--- src/rtl/key_step_conditioner.sv ---
// rtl/key_step_conditioner.sv - debounced push-button to single-cycle step pulse with synced switch capture
// Optional auto-repeat while held: define AUTO_REPEAT_EN.
module key_step_conditioner #(
  parameter int DEBOUNCE_CYCLES = 500000,
  parameter int CNT_W           = 20,
  parameter int REPEAT_CYCLES   = 25000000
) (
  input  logic clk,
  input  logic reset,
  input  logic key_n,
  input  logic sw_in,
  output logic step,
  output logic pressed,
  output logic sw_level
);

  localparam logic [CNT_W-1:0] LP_DB_LAST = CNT_W'(DEBOUNCE_CYCLES - 1);

  typedef enum logic [1:0] {
    ST_IDLE,
    ST_PRESS_WAIT,
    ST_HELD,
    ST_RELEASE_WAIT
  } state_t;

  state_t           r_state, w_state_nxt;
  logic             r_key_m, r_key_s;
  logic             r_sw_m, r_sw_s;
  logic [CNT_W-1:0] r_cnt, w_cnt_nxt;
  logic             r_step, w_step_nxt;
  logic             r_pressed, w_pressed_nxt;
  logic             r_sw_level, w_sw_level_nxt;

`ifdef AUTO_REPEAT_EN
  localparam logic [CNT_W-1:0] LP_RPT_LAST = CNT_W'(REPEAT_CYCLES - 1);
  logic [CNT_W-1:0] r_rcnt, w_rcnt_nxt;
`else
  logic w_unused_rpt;
  assign w_unused_rpt = (REPEAT_CYCLES > 0);
`endif

  // Synchronizers: key idles released (1), switch idles low.
  always_ff @(posedge clk) begin
    if (reset) begin
      r_key_m <= 1'b1;
      r_key_s <= 1'b1;
      r_sw_m  <= 1'b0;
      r_sw_s  <= 1'b0;
    end else begin
      r_key_m <= key_n;
      r_key_s <= r_key_m;
      r_sw_m  <= sw_in;
      r_sw_s  <= r_sw_m;
    end
  end

  always_comb begin
    w_state_nxt    = r_state;
    w_cnt_nxt      = r_cnt;
    w_step_nxt     = 1'b0;
    w_pressed_nxt  = r_pressed;
    w_sw_level_nxt = r_sw_level;
`ifdef AUTO_REPEAT_EN
    w_rcnt_nxt     = r_rcnt;
`endif
    case (r_state)
      ST_IDLE: begin
        if (!r_key_s) begin
          w_state_nxt = ST_PRESS_WAIT;
          w_cnt_nxt   = '0;
        end
      end
      ST_PRESS_WAIT: begin
        if (r_key_s) begin
          w_state_nxt = ST_IDLE;
          w_cnt_nxt   = '0;
        end else if (r_cnt == LP_DB_LAST) begin
          w_state_nxt    = ST_HELD;
          w_cnt_nxt      = '0;
          w_step_nxt     = 1'b1;
          w_pressed_nxt  = 1'b1;
          w_sw_level_nxt = r_sw_s;
`ifdef AUTO_REPEAT_EN
          w_rcnt_nxt     = '0;
`endif
        end else begin
          w_cnt_nxt = r_cnt + CNT_W'(1);
        end
      end
      ST_HELD: begin
        if (r_key_s) begin
          w_state_nxt = ST_RELEASE_WAIT;
          w_cnt_nxt   = '0;
        end
`ifdef AUTO_REPEAT_EN
        else if (r_rcnt == LP_RPT_LAST) begin
          w_step_nxt     = 1'b1;
          w_sw_level_nxt = r_sw_s;
          w_rcnt_nxt     = '0;
        end else begin
          w_rcnt_nxt = r_rcnt + CNT_W'(1);
        end
`endif
      end
      ST_RELEASE_WAIT: begin
        // A bounce back to low resumes the hold without a new step.
        if (!r_key_s) begin
          w_state_nxt = ST_HELD;
          w_cnt_nxt   = '0;
`ifdef AUTO_REPEAT_EN
          w_rcnt_nxt  = '0;
`endif
        end else if (r_cnt == LP_DB_LAST) begin
          w_state_nxt   = ST_IDLE;
          w_cnt_nxt     = '0;
          w_pressed_nxt = 1'b0;
        end else begin
          w_cnt_nxt = r_cnt + CNT_W'(1);
        end
      end
      default: begin
        w_state_nxt = ST_IDLE;
        w_cnt_nxt   = '0;
      end
    endcase
  end

  always_ff @(posedge clk) begin
    if (reset) begin
      r_state    <= ST_IDLE;
      r_cnt      <= '0;
      r_step     <= 1'b0;
      r_pressed  <= 1'b0;
      r_sw_level <= 1'b0;
`ifdef AUTO_REPEAT_EN
      r_rcnt     <= '0;
`endif
    end else begin
      r_state    <= w_state_nxt;
      r_cnt      <= w_cnt_nxt;
      r_step     <= w_step_nxt;
      r_pressed  <= w_pressed_nxt;
      r_sw_level <= w_sw_level_nxt;
`ifdef AUTO_REPEAT_EN
      r_rcnt     <= w_rcnt_nxt;
`endif
    end
  end

  assign step     = r_step;
  assign pressed  = r_pressed;
  assign sw_level = r_sw_level;

endmodule

--- config.mk ---
export PLATFORM = sky130hd
export DESIGN_NAME = key_step_conditioner
export DESIGN_NICKNAME = d
export VERILOG_FILES = /design/src/rtl/key_step_conditioner.sv
export SDC_FILE = /design/constraint.sdc
export NUM_CORES = 1
export LEC_CHECK = 0
export BUFFER_PORTS_ARGS = -buffer_cell sky130_fd_sc_hd__buf_2
export CAP_MARGIN = 20
export CORE_ASPECT_RATIO = 0.75
export CORE_MARGIN = 10
export CORE_UTILIZATION = 30
export CTS_CLUSTER_SIZE = 20
export DETAILED_ROUTE_END_ITERATION = 8
export GPL_TIMING_DRIVEN = 0
export PLACE_DENSITY = 0.52
export SYNTH_ARGS = -nofsm -noshare
export SYNTH_HDL_FRONTEND = slang
export SYNTH_SLANG_ARGS = --single-unit
export TNS_END_PERCENT = 5
--- constraint.sdc ---
create_clock -name clk -period 2.8 [get_ports clk]
set_input_delay 0.14 -clock clk [delete_from_list [all_inputs] [get_ports clk]]
set_output_delay 0.14 -clock clk [all_outputs]
set_load 0.02 [all_outputs]
# == Yosys cells after proc, flatten, opt, wreduce, memory -nomap -nowiden ==
# Index checks and enable logic that the tools add are counted.
# word_totals
latchBits,0
mem_bits_ro,0
n_memories,0
mem_bits_rw,0
output_inout_bits,3
regBits,29
inputBits,4
wordCells,50
# classes
n_mux,19
bitwise,2
eq_ne,12
order_cmp,0
n_reduce_logical,7
n_addsub,1
shifts,0
div,0
multipliers,0
# op_table
operator,count
$mux W20,5
$pmux W20 S4,1
$add A20 B1 Y20 const B,1
$eq A20 B19 Y1 const B,1
$mux W2,6
$ne A2 B2 Y1 const B,6
$pmux W2 S4,1
$ne A3 B3 Y1 const B,2
$mux W1,5
$reduce_and A5 Y1,1
$eq A2 B2 Y1 const B,2
$reduce_and A4 Y1,1
$reduce_and A3 Y1,1
$reduce_or A3 Y1,1
$eq A2 B1 Y1 const B,1
$logic_not A2 Y1,1
$not A1 Y1,2
$pmux W1 S2,1
$reduce_and A2 Y1,1
$reduce_bool A2 Y1,1

# == Depth between registers and ports, before layout ==
# Gate-level depths: netlist of run 1.
# depth
depth_word,4
depth_mapped,8
ltp_nobuf,6

# == Worst setup path before layout of run 1 ==
# No wires, ideal clock.
# synth_timing
kind,register to register
start,reg r_cnt[0]
end,reg r_cnt[10]
t_required_ns,2.726
synth_period_minus_slack_ns,1.749
path_buffers,2
stages_incl_launch_ff,9
setup_slack_ns,1.051
setup_time_ns,0.074
t_arrival_ns,1.675
path_cell_list,dfxtp_1 ha_1 and3_1 and2_1 a211oi_4 buf_6 buf_6 nand2_1 a31oi_1
# synth_via
elab_chain_cells,4
elab_cells_between_ends,6
classes_between,1 x add/sub; 1 x eq/ne; 4 x mux
# synth_rtl
item,line,text
from (decl),29,"logic [CNT_W-1:0] r_cnt, w_cnt_nxt;"
from (signal assigned),140,r_cnt <= w_cnt_nxt;
$add A20 B1 Y20 or $eq A20 B19 Y1 (tied branches),n/a,
$mux W20 (*),"77, 113",
$mux W20 (on tied branches),"107, 74",
$pmux W20 S4 (*),66,case (r_state)
# Every way passes the cells marked *; elsewhere a longest branch is shown, timed or not.
# A chain may end at the register's enable or synchronous reset.

# == Worst setup path after layout of run 1 ==
# layout_timing
start,reg r_cnt[0]
end,reg r_cnt[14]
# Same word-level chain as after synthesis.

==> results.md, run 1 <==
- Status: finished, final reports clean
- Area share of the largest cell type after synthesis: 40.3%
- Crit path time final: 2100 ps
- # nets final: 175
- CTS hold repair buffers: 0
- Antenna violations before repair: 0
- Worst-Skew Late Latency: 280 ps
- CP required: 2970 ps
- Global-route met3 utilization: 2.94%
- Vias per cell: 5.50
- Cells on worst reg2reg path: 6
- Number of remaining DRC errors: 0
- All-layer global routing usage: 9.25%
- Post-cts resize count: 0
- Layout area overhead: 12.7%
- Critical R2R Capture: r_cnt[14]
- CTS clk-pin slew, worst paths: 60 ps
- Clock sink count: 29
- Die footprint: 0.00800 sq mm
- Standard-cell row count: 21
- Final slew viol count: 0
- Count of cell types in the netlist: 46
- Largest stage delay on the critical path: 550 ps
- Fill cells: 468
- Vias in the first global route: 1158
- Hold Vio Cnt, Final: 0
- Postcts setup bufs: 0
- WP data arrival: 2270 ps
- Peak fanout along the critical path: 4
- Number of enable flip-flop cells after synthesis: 0
- Core footprint: 0.00455 sq mm
- Total congestion overflow: 0
- Launch point of the worst path: r_cnt[0]
- Bufs on Longest Clock Path: 2
- Starting density of the core: 31.7%
- Power per cell area: 534 mW/mm^2
- Count of mapped cells out of synthesis: 158
- Dominant synthesized flop cell: dfxtp_1
- Worst setup slack after layout: 699 ps
- Number of buffers added by the clock tree synthesis step: 5
- Residual antenna-violating net count after detailed routing: 0
- Global routing met1 resource utilization: 12.6%
- Critical Path Sink Type: flip-flop
- Critical path cell sequence: ha_1 -> nand4_1 -> nor4_1 -> nand3_1 -> and3_1 -> a221o_1
- Worst supply voltage drop on vdd: 0.262 mV
- Count leader, synth: dfxtp_1
- Endpoint of the most critical setup path: r_cnt[14]
- Die W: 100 um
- Drt total wl: 3460 um
- H-tree Lvls: 2
- Count of antenna diodes in the layout: 0
- Maximum operating frequency: 0.476 GHz
- Post-synthesis sequential element count: 29
- Clock skew: 6.99 ps
- Relative slew margins: 62.4%
- Synth async-reset ratio: 0%
- RR Startpoint: r_cnt[0]
- Share of layout cells above drive strength 1: 18.8%
- Register-to-Register Setup Slack: 700 ps
- Kind of launch point of the worst setup path: flip-flop
- Post-placement worst setup slack: 739 ps
- Clock root cell: clkbuf_8
- Number of warning messages in the yosys log: 0
- Router iterations before antenna repair: 4
- Biggest area consumer among synthesized cells: dfxtp_1
- Cell area after synthesis: 0.00144 sq mm
- First-iteration detailed-routing DRC count: 81
- Final worst path period share: 75.0%
- Tightest Hold Check Type: primary input to flip-flop
- Cell types with the largest area share after synthesis: dfxtp_1, a31oi_1, a21oi_1, nor2_1, nand3_1
- First-pass GRT wire length: 5880 um
- Synth top cells by count: dfxtp_1, nor2_1, a21oi_1
- Final setup violation count: 0
- Average wire length per cell after detail routing: 15.2 um
- Proportion of synthesized chip area in sequential cells: 40.3%
- Final-layout setup total negative slack: 0 ps
- Measured slew at the worst slew-check pin: 563 ps
- CTS tree: built
- Synthesized area per cell: 9.11 sq um
- Worst setup path class: flip-flop to flip-flop
- I/O pin total: 7
- Synthesized net count: 163
- Maximum number of pins on one net before global-route repair: 11
- Number of vias in the routed layout: 1248
- Met2 Resource Use GR: 12.2%
- Most used routing layer in global routing: met1
- Leak: 0.596 nW
- Slowest CP cell: nor4_1
- Placer Congestion: 0.778
- Unrepaired setup endpoints after global routing: no
- Vertical die dimension: 80 um
- Max_cap viols: 0
- I/O Buffers: 5
- Post-detailed-placement half-perimeter wirelength: 2450 um
==> critical path, delay by kind of cell (launching register included) <==
kind,cells,cell delay (ps)
AOI/OAI and AO/OA,1,260
adders and majority gates,1,220
DFF,1,380
and+or+nand+nor,4,1130
==> power breakdown <==
part,total (mW),internal [mW],switching (mW)
logic,0.0897,0.0304,0.0593
registers,0.429,0.423,0.00640
clock network,0.348,0.194,0.153
==> per-stage QoR <==
stage	hold slack (ps)	instances	utilization [%]	power (mW)	cell area (sq um)
2_1_floorplan	244	158	-	0.502	1440
3_3_place_gp	329	220	33.8	0.524	1540
3_5_place_dp	332	220	33.8	0.527	1540
4_1_cts	39.1	227	35.7	0.879	1620
5_1_grt	49.1	227	35.7	0.909	1620
6_report	50.2	227	35.7	0.867	1620
==> cells in the final DEF, fill, tap and decap left out, types with 5 or more instances in the layout <==
cell type  netlist  final
dfxtp_1         29     29
nand2_1         10     10
a21oi_1         11     11
nor2_1          13     13
nand4_1          5      5
and3_1           5      5
nand3_1          9      9
clkbuf_8         0      6
a31oi_1         10     10
buf_2            2      7
==> registers in the layout, summed over array words and instances, names as in the netlist, named ones only <==
name	count
r_state	1
r_sw_s	1
r_key_m	1
r_cnt	20
r_key_s	1
sw_level	1
r_sw_m	1
pressed	1
step	1
==> layout make-up <==
type	instances	area [sq um]	share of cell area, %
Sequential cell	29	581	35.8
Tap cell	57	71.3	4.39
Buffer	9	60.1	3.70
Inverter	2	7.51	0.463
Multi-Input combinational cell	118	792	48.8
Timing Repair Buffer	5	25.0	1.54
Clock buffer	7	86.3	5.32
==> routing by layer <==
layer	vias to the layer above	routed length, um
li1	620	-
met1	591	1870
met2	30	1360
met3	7	146
met4	0	78
met5	-	0
==> cell families after synthesis <==
logic type / Yosys count / synth area share [%]
and+or+nand+nor: 69 / 29.3
AOI/OAI and AO/OA: 43 / 21.5
DFF: 29 / 40.3
buffers and inverters: 11 / 4.69
muxes: 3 / 2.09
xor gates and xnor gates: 2 / 1.22
adders and majority gates: 1 / 0.869
==> worst min path at each step <==
stage,slack (ps),endpoint,from,depth (start not counted)
finish,50,r_key_m,key_n,2
global route,50,r_key_m,key_n,2
CTS,40,r_key_m,key_n,2
detailed placement,330,r_key_m,key_n,2
global placement,330,r_key_m,key_n,2
floorplan,240,r_key_m,key_n,1
Note: power is estimated with default switching activity, not from simulation.
==> run 2: changes to the inputs <==
--- a/config.mk
+++ b/config.mk
@@ -13,7 +13,7 @@
 export CTS_CLUSTER_SIZE = 20
 export DETAILED_ROUTE_END_ITERATION = 8
 export GPL_TIMING_DRIVEN = 0
-export PLACE_DENSITY = 0.52
+export PLACE_DENSITY = 0.53
 export SYNTH_ARGS = -nofsm -noshare
 export SYNTH_HDL_FRONTEND = slang
 export SYNTH_SLANG_ARGS = --single-unit
==> constraint.sdc (replaced) <==
create_clock -name clk -period 1.9 [get_ports clk]
set_input_delay 0.095 -clock clk [delete_from_list [all_inputs] [get_ports clk]]
set_output_delay 0.095 -clock clk [all_outputs]
set_load 0.02 [all_outputs]
==> results.md, run 2 (same netlist as run 1, synthesis figures left out) <==
- Post-detailed-placement half-perimeter wirelength: 2520 um (+2.9%)
- Worst setup slack after layout: 54.2 ps (-645 ps)
- RR Startpoint: r_cnt[4]
- First-pass GRT wire length: 6130 um (+4.2%)
- H-tree Lvls: 2 (unchanged)
- Final setup violation count: 0 (unchanged)
- Measured slew at the worst slew-check pin: 550 ps (-13.6 ps)
- Worst Hold End: r_key_m
- Register-to-Register Setup Slack: 50 ps (-650 ps)
- Worst setup path class: flip-flop to flip-flop
- Number of remaining DRC errors: 0 (unchanged)
- WP data arrival: 2010 ps (-260 ps)
- First-iteration detailed-routing DRC count: 108 (+33%)
- Post-placement worst setup slack: -195 ps (-933 ps)
- Clock skew: 6.36 ps (-0.627 ps)
- Final slew viol count: 0 (unchanged)
- CTS hold repair buffers: 0 (unchanged)
- Final worst path period share: 97.1% (+22 points)
- Router iterations before antenna repair: 4 (unchanged)
- Core footprint: 0.00455 sq mm (unchanged)
- Hold Vio Cnt, Final: 0 (unchanged)
- Drt total wl: 3710 um (+7.3%)
- Average wire length per cell after detail routing: 15.8 um (+3.7%)
- Clock root cell: clkbuf_8
- Worst-Skew Late Latency: 280 ps (about the same)
- Placer Congestion: 0.811 (+4.1%)
- Cells on worst reg2reg path: 5 (-1)
- Critical R2R Capture: r_cnt[15]
- Standard-cell row count: 21 (unchanged)
- Antenna violations before repair: 0 (unchanged)
- Number of buffers added by the clock tree synthesis step: 5 (unchanged)
- Number of flip-flops in the largest register: 20 (unchanged)
- Register with the most flip-flops: r_cnt
- CP required: 2070 ps (-900 ps)
- All-layer global routing usage: 9.48% (+0.24 points)
- Tightest Hold Check Type: primary input to flip-flop
- # nets final: 182 (+4.0%)
- Bufs on Longest Clock Path: 2 (unchanged)
- Relative slew margins: 63.3% (+0.90 points)
- Leak: 0.690 nW (+16%)
- Status: finished, final reports clean
- Power per cell area: 751 mW/mm^2 (+41%)
- Die footprint: 0.00800 sq mm (unchanged)
- Count of antenna diodes in the layout: 0 (unchanged)
- Total congestion overflow: 0 (unchanged)
- Peak fanout along the critical path: 6 (+2)
- Hold depth: 2 (unchanged)
- Clock sink count: 29 (unchanged)
- Vertical die dimension: 80 um (unchanged)
- Die W: 100 um (unchanged)
- Fill cells: 467 (-0.21%)
- Crit path time final: 1850 ps (-255 ps)
- Vias per cell: 5.53 (+0.62%)
- Layout area overhead: 23.5%
- Max_cap viols: 0 (unchanged)
- Starting density of the core: 31.7% (unchanged)
- Maximum operating frequency: 0.542 GHz (+14%)
- Vias in the first global route: 1350 (+17%)
- Top library cells by usage in the layout, fill and taps aside: dfxtp_1, nor2_1, a21oi_1
- CTS tree: built
- Startpoint of the worst hold path: key_n
- I/O Buffers: 5 (unchanged)
- I/O pin total: 7 (unchanged)
- Residual antenna-violating net count after detailed routing: 0 (unchanged)
- Kind of launch point of the worst setup path: flip-flop
- Cell Count, Final, Fillers Out: 235 (+3.5%)
- Most common library cell in the layout ignoring fill and taps: dfxtp_1
- Unrepaired setup endpoints after global routing: yes
- CTS clk-pin slew, worst paths: 60 ps (about the same)
- Number of vias in the routed layout: 1300 (+4.2%)
- Share of layout cells above drive strength 1: 28.7% (+9.8 points)
- Maximum number of pins on one net before global-route repair: 11 (unchanged)
- Worst hold-check slack: 9.07 ps (-41.1 ps)
- Worst supply voltage drop on vdd: 0.417 mV (+59%)
- Critical Path Sink Type: flip-flop
- Total instance count after detailed placement: 220 (unchanged)
-- run 2: critical path, cell delays in order (launching register included) --
cell and delay, ps:
dfxtp_1 410, nand3_1 200, or4_4 580, or2_1 280, a21oi_1 180, a21oi_1 80
-- run 2: worst max path at each step --
| stage | startpoint | end | depth (start not counted) |
|---|---|---|---|
| floorplan | r_cnt[0] | r_cnt[10] | 8 |
| global placement | r_cnt[0] | r_cnt[5] | 7 |
| detailed placement | r_cnt[0] | r_cnt[5] | 7 |
| CTS | r_cnt[1] | r_cnt[14] | 7 |
| global route | r_cnt[2] | r_cnt[15] | 5 |
| finish | r_cnt[4] | r_cnt[15] | 5 |
-- run 2: layout make-up --
class                           count  area, sq um  share of cell area, %
Tap cell                           57         71.3                   4.01
Clock inverter                      1         5.00                  0.281
Sequential cell                    29          587                   33.0
Multi-Input combinational cell    118          861                   48.4
Timing Repair Buffer               12         77.6                   4.36
Clock buffer                        7         96.3                   5.42
Inverter                            2         7.51                  0.422
Buffer                              9         72.6                   4.08
-- run 2: report_power, final --
group          switching (mW)  internal, mW  leakage [nW]
logic                  0.0870        0.0526         0.398
clock network           0.234         0.327        0.0542
registers              0.0116         0.623         0.237
total                   0.333          1.00         0.690
-- run 2: timing repair --
item	CTS	global route
pin swaps	2	6
resized for setup	7	13
setup endpoints to repair	17	16
setup buffers	6	1
-- run 2: stage by stage --
step                      area, sq um  setup TNS, ps  utilization (%)  power (mW)
after floorplan                  1440              0                -       0.740
after global placement           1540          -1210             33.8       0.771
after detailed placement         1540          -2060             33.8       0.776
after CTS                        1710              0             37.7        1.34
after global routing             1780          -69.9             39.1        1.40
final                            1780              0             39.1        1.34
-- run 2: per-layer routing --
| metal | GRT usage, % | wire length, um | vias up |
|---|---|---|---|
| met1 | 12.1 | 1770 | 633 |
| li1 | - | - | 631 |
| met5 | 0 | 0 | - |
| met4 | 5.35 | 60 | 0 |
| met3 | 2.94 | 199 | 7 |
| met2 | 13.8 | 1680 | 29 |
==> run 3: changes to the inputs <==
--- a/config.mk
+++ b/config.mk
@@ -9,11 +9,11 @@
 export CAP_MARGIN = 20
 export CORE_ASPECT_RATIO = 0.75
 export CORE_MARGIN = 10
-export CORE_UTILIZATION = 30
+export CORE_UTILIZATION = 53
 export CTS_CLUSTER_SIZE = 20
 export DETAILED_ROUTE_END_ITERATION = 8
 export GPL_TIMING_DRIVEN = 0
-export PLACE_DENSITY = 0.53
+export PLACE_DENSITY = 0.8
 export SYNTH_ARGS = -nofsm -noshare
 export SYNTH_HDL_FRONTEND = slang
 export SYNTH_SLANG_ARGS = --single-unit
==> results.md, run 3 (same netlist as run 1, synthesis figures left out) <==
- Global routing met1 resource utilization: 17.9% (+5.8 points)
- Worst supply voltage drop on vdd: 0.628 mV (+51%)
- Peak fanout along the critical path: 10 (+4)
- Placement-stage cell area: 0.00151 sq mm (-1.7%)
- I/O pin total: 7 (unchanged)
- Average wire length per cell after detail routing: 16.5 um (+4.7%)
- Antenna violations before repair: 0 (unchanged)
- Register with the most flip-flops: r_cnt
- Count of antenna diodes in the layout: 0 (unchanged)
- Global-route met3 utilization: 4.21% (+1.3 points)
- Post-detailed-placement half-perimeter wirelength: 2330 um (-7.7%)
- Final worst path period share: 96.7% (-0.46 points)
- Post-route design area: 0.00171 sq mm (-4.0%)
- Total congestion overflow: 0 (unchanged)
- Final slew viol count: 0 (unchanged)
- Standard-cell row count: 16 (-24%)
- Relative slew margins: 65.2% (+1.9 points)
- Clock root cell: clkbuf_4
- Critical R2R Capture: r_cnt[5]
- Unrepaired setup endpoints after global routing: yes
- Hold Vio Cnt, Final: 0 (unchanged)
- First-pass GRT wire length: 5800 um (-5.3%)
- All-layer global routing usage: 14.1% (+4.6 points)
- Router iterations before antenna repair: 4 (unchanged)
- Number of vias in the routed layout: 1337 (+2.8%)
- Most used routing layer in global routing: met2
- Final setup violation count: 0 (unchanged)
- RR Startpoint: r_cnt[0]
- CTS tree: built
- Residual antenna-violating net count after detailed routing: 0 (unchanged)
- Die footprint: 0.00522 sq mm (-35%)
- Maximum number of pins on one net before global-route repair: 11 (unchanged)
- Critical Path Sink Type: flip-flop
- Kind of launch point of the worst setup path: flip-flop
- First-iteration detailed-routing DRC count: 110 (+1.9%)
- Status: finished, final reports clean
- Tightest Hold Check Type: primary input to flip-flop
- Layout area overhead: 18.5%
- Share of layout cells above drive strength 1: 27.3% (-1.4 points)
- Starting density of the core: 55.3% (+24 points)
- Placer Congestion: 0.875 (+7.9%)
- Most common library cell in the layout ignoring fill and taps: dfxtp_1
- Worst Hold End: r_sw_m
- Power per cell area: 714 mW/mm^2 (-4.9%)
- Die W: 80.2 um (-20%)
- Hold depth: 2 (unchanged)
- Fill cells: 222 (-52%)
- CP required: 2170 ps (+100 ps)
- Vias in the first global route: 1249 (-7.5%)
- Startpoint of the worst hold path: reset
- Drt total wl: 3500 um (-5.6%)
- Post-placement worst setup slack: -172 ps (+22.7 ps)
- I/O Buffers: 5 (unchanged)
- CTS clk-pin slew, worst paths: 90 ps (+30 ps)
- Worst-Skew Late Latency: 340 ps (+60 ps)
- Final-layout setup total negative slack: 0 ps (unchanged)
- Cells on worst reg2reg path: 8 (+3)
- Leak: 0.666 nW (-3.4%)
- Clock skew: 6.15 ps (-0.206 ps)
- Top library cells by usage in the layout, fill and taps aside: dfxtp_1, nor2_1, a21oi_1
- Worst setup slack after layout: 63.0 ps (+8.81 ps)
- # nets final: 180 (-1.1%)
- WP data arrival: 2110 ps (+100 ps)
- Vias per cell: 6.31 (+14%)
- Met2 Resource Use GR: 21.2% (+7.4 points)
- Bufs on Longest Clock Path: 2 (unchanged)
- H-tree Lvls: 2 (unchanged)
- Measured slew at the worst slew-check pin: 518 ps (-32.1 ps)
- Number of flip-flops in the largest register: 20 (unchanged)
- Worst setup path class: flip-flop to flip-flop
- Worst hold-check slack: 64.0 ps (+55.0 ps)
- Total instance count after detailed placement: 199 (-9.5%)
- Register-to-Register Setup Slack: 60 ps (about the same)
- Maximum operating frequency: 0.544 GHz (+0.48%)
- Crit path time final: 1840 ps (-8.81 ps)
- Vertical die dimension: 65.1 um (-19%)
- Max_cap viols: 0 (unchanged)
- Core footprint: 0.00260 sq mm (-43%)
- Clock sink count: 29 (unchanged)
- Number of remaining DRC errors: 0 (unchanged)
- Cell Count, Final, Fillers Out: 212 (-9.8%)
- Number of buffers added by the clock tree synthesis step: 5 (unchanged)
[run 3: cell types whose count changed in the layout (fill, tap and decap cells not counted), sizes merged]
cell and change:
buf -4, dlygate4sd3 +2
[run 3: worst max path at each step]
stage | startpoint | to | slack, ps | depth (start not counted)
after global placement | r_cnt[0] | r_cnt[5] | -110 | 7
after floorplan | r_cnt[0] | r_cnt[10] | 150 | 8
after global routing | r_cnt[5] | r_cnt[17] | -10 | 6
final | r_cnt[0] | r_cnt[5] | 60 | 8
after CTS | r_cnt[0] | r_cnt[5] | 30 | 8
after detailed placement | r_cnt[0] | r_cnt[5] | -170 | 7
[run 3: repair_timing]
action | in CTS | in global routing
pin swaps | 3 | 2
setup endpoints to repair | 17 | 13
gates resized for setup | 5 | 12
hold buffers | 2 | 0
buffers inserted | 1 | 2
hold endpoints to repair | 2 | 0
[run 3: area by class of cell]
type,count,area [sq um],area share [%]
multi-input cells,118,851,49.9
flip-flops and latches,29,588,34.5
repair buffers,10,80.1,4.69
clock buffers,7,65.1,3.81
plain buffers,9,65.1,3.81
well taps,36,45.0,2.64
inverters,2,7.51,0.440
clock inverters,1,5.00,0.293
[run 3: metrics by stage]
step / total power [mW] / utilization [%]
2_1_floorplan: 0.740 / -
3_3_place_gp: 0.767 / 58.0
3_5_place_dp: 0.776 / 58.0
4_1_cts: 1.21 / 62.7
5_1_grt: 1.26 / 65.6
6_report: 1.22 / 65.6
[run 3: power breakdown]
part	switching (mW)	internal (mW)	leakage (nW)
registers	0.0126	0.623	0.238
logic	0.0881	0.0535	0.387
clock network	0.228	0.214	0.0413
[run 3: worst max-delay path, stage by stage (launching register included)]
cell	delay, ps
dfxtp_2	350
ha_2	210
and3_4	200
and2_4	150
a211oi_4	310
buf_6	180
buf_6	140
a21oi_1	70
a31oi_1	150
[run 3: routing by layer]
| metal | part of all wire (%) | routed length [um] |
|---|---|---|
| met5 | 0 | 0 |
| met1 | 46 | 1610 |
| met2 | 48 | 1690 |
| met4 | 1.7 | 60 |
| met3 | 4.1 | 145 |
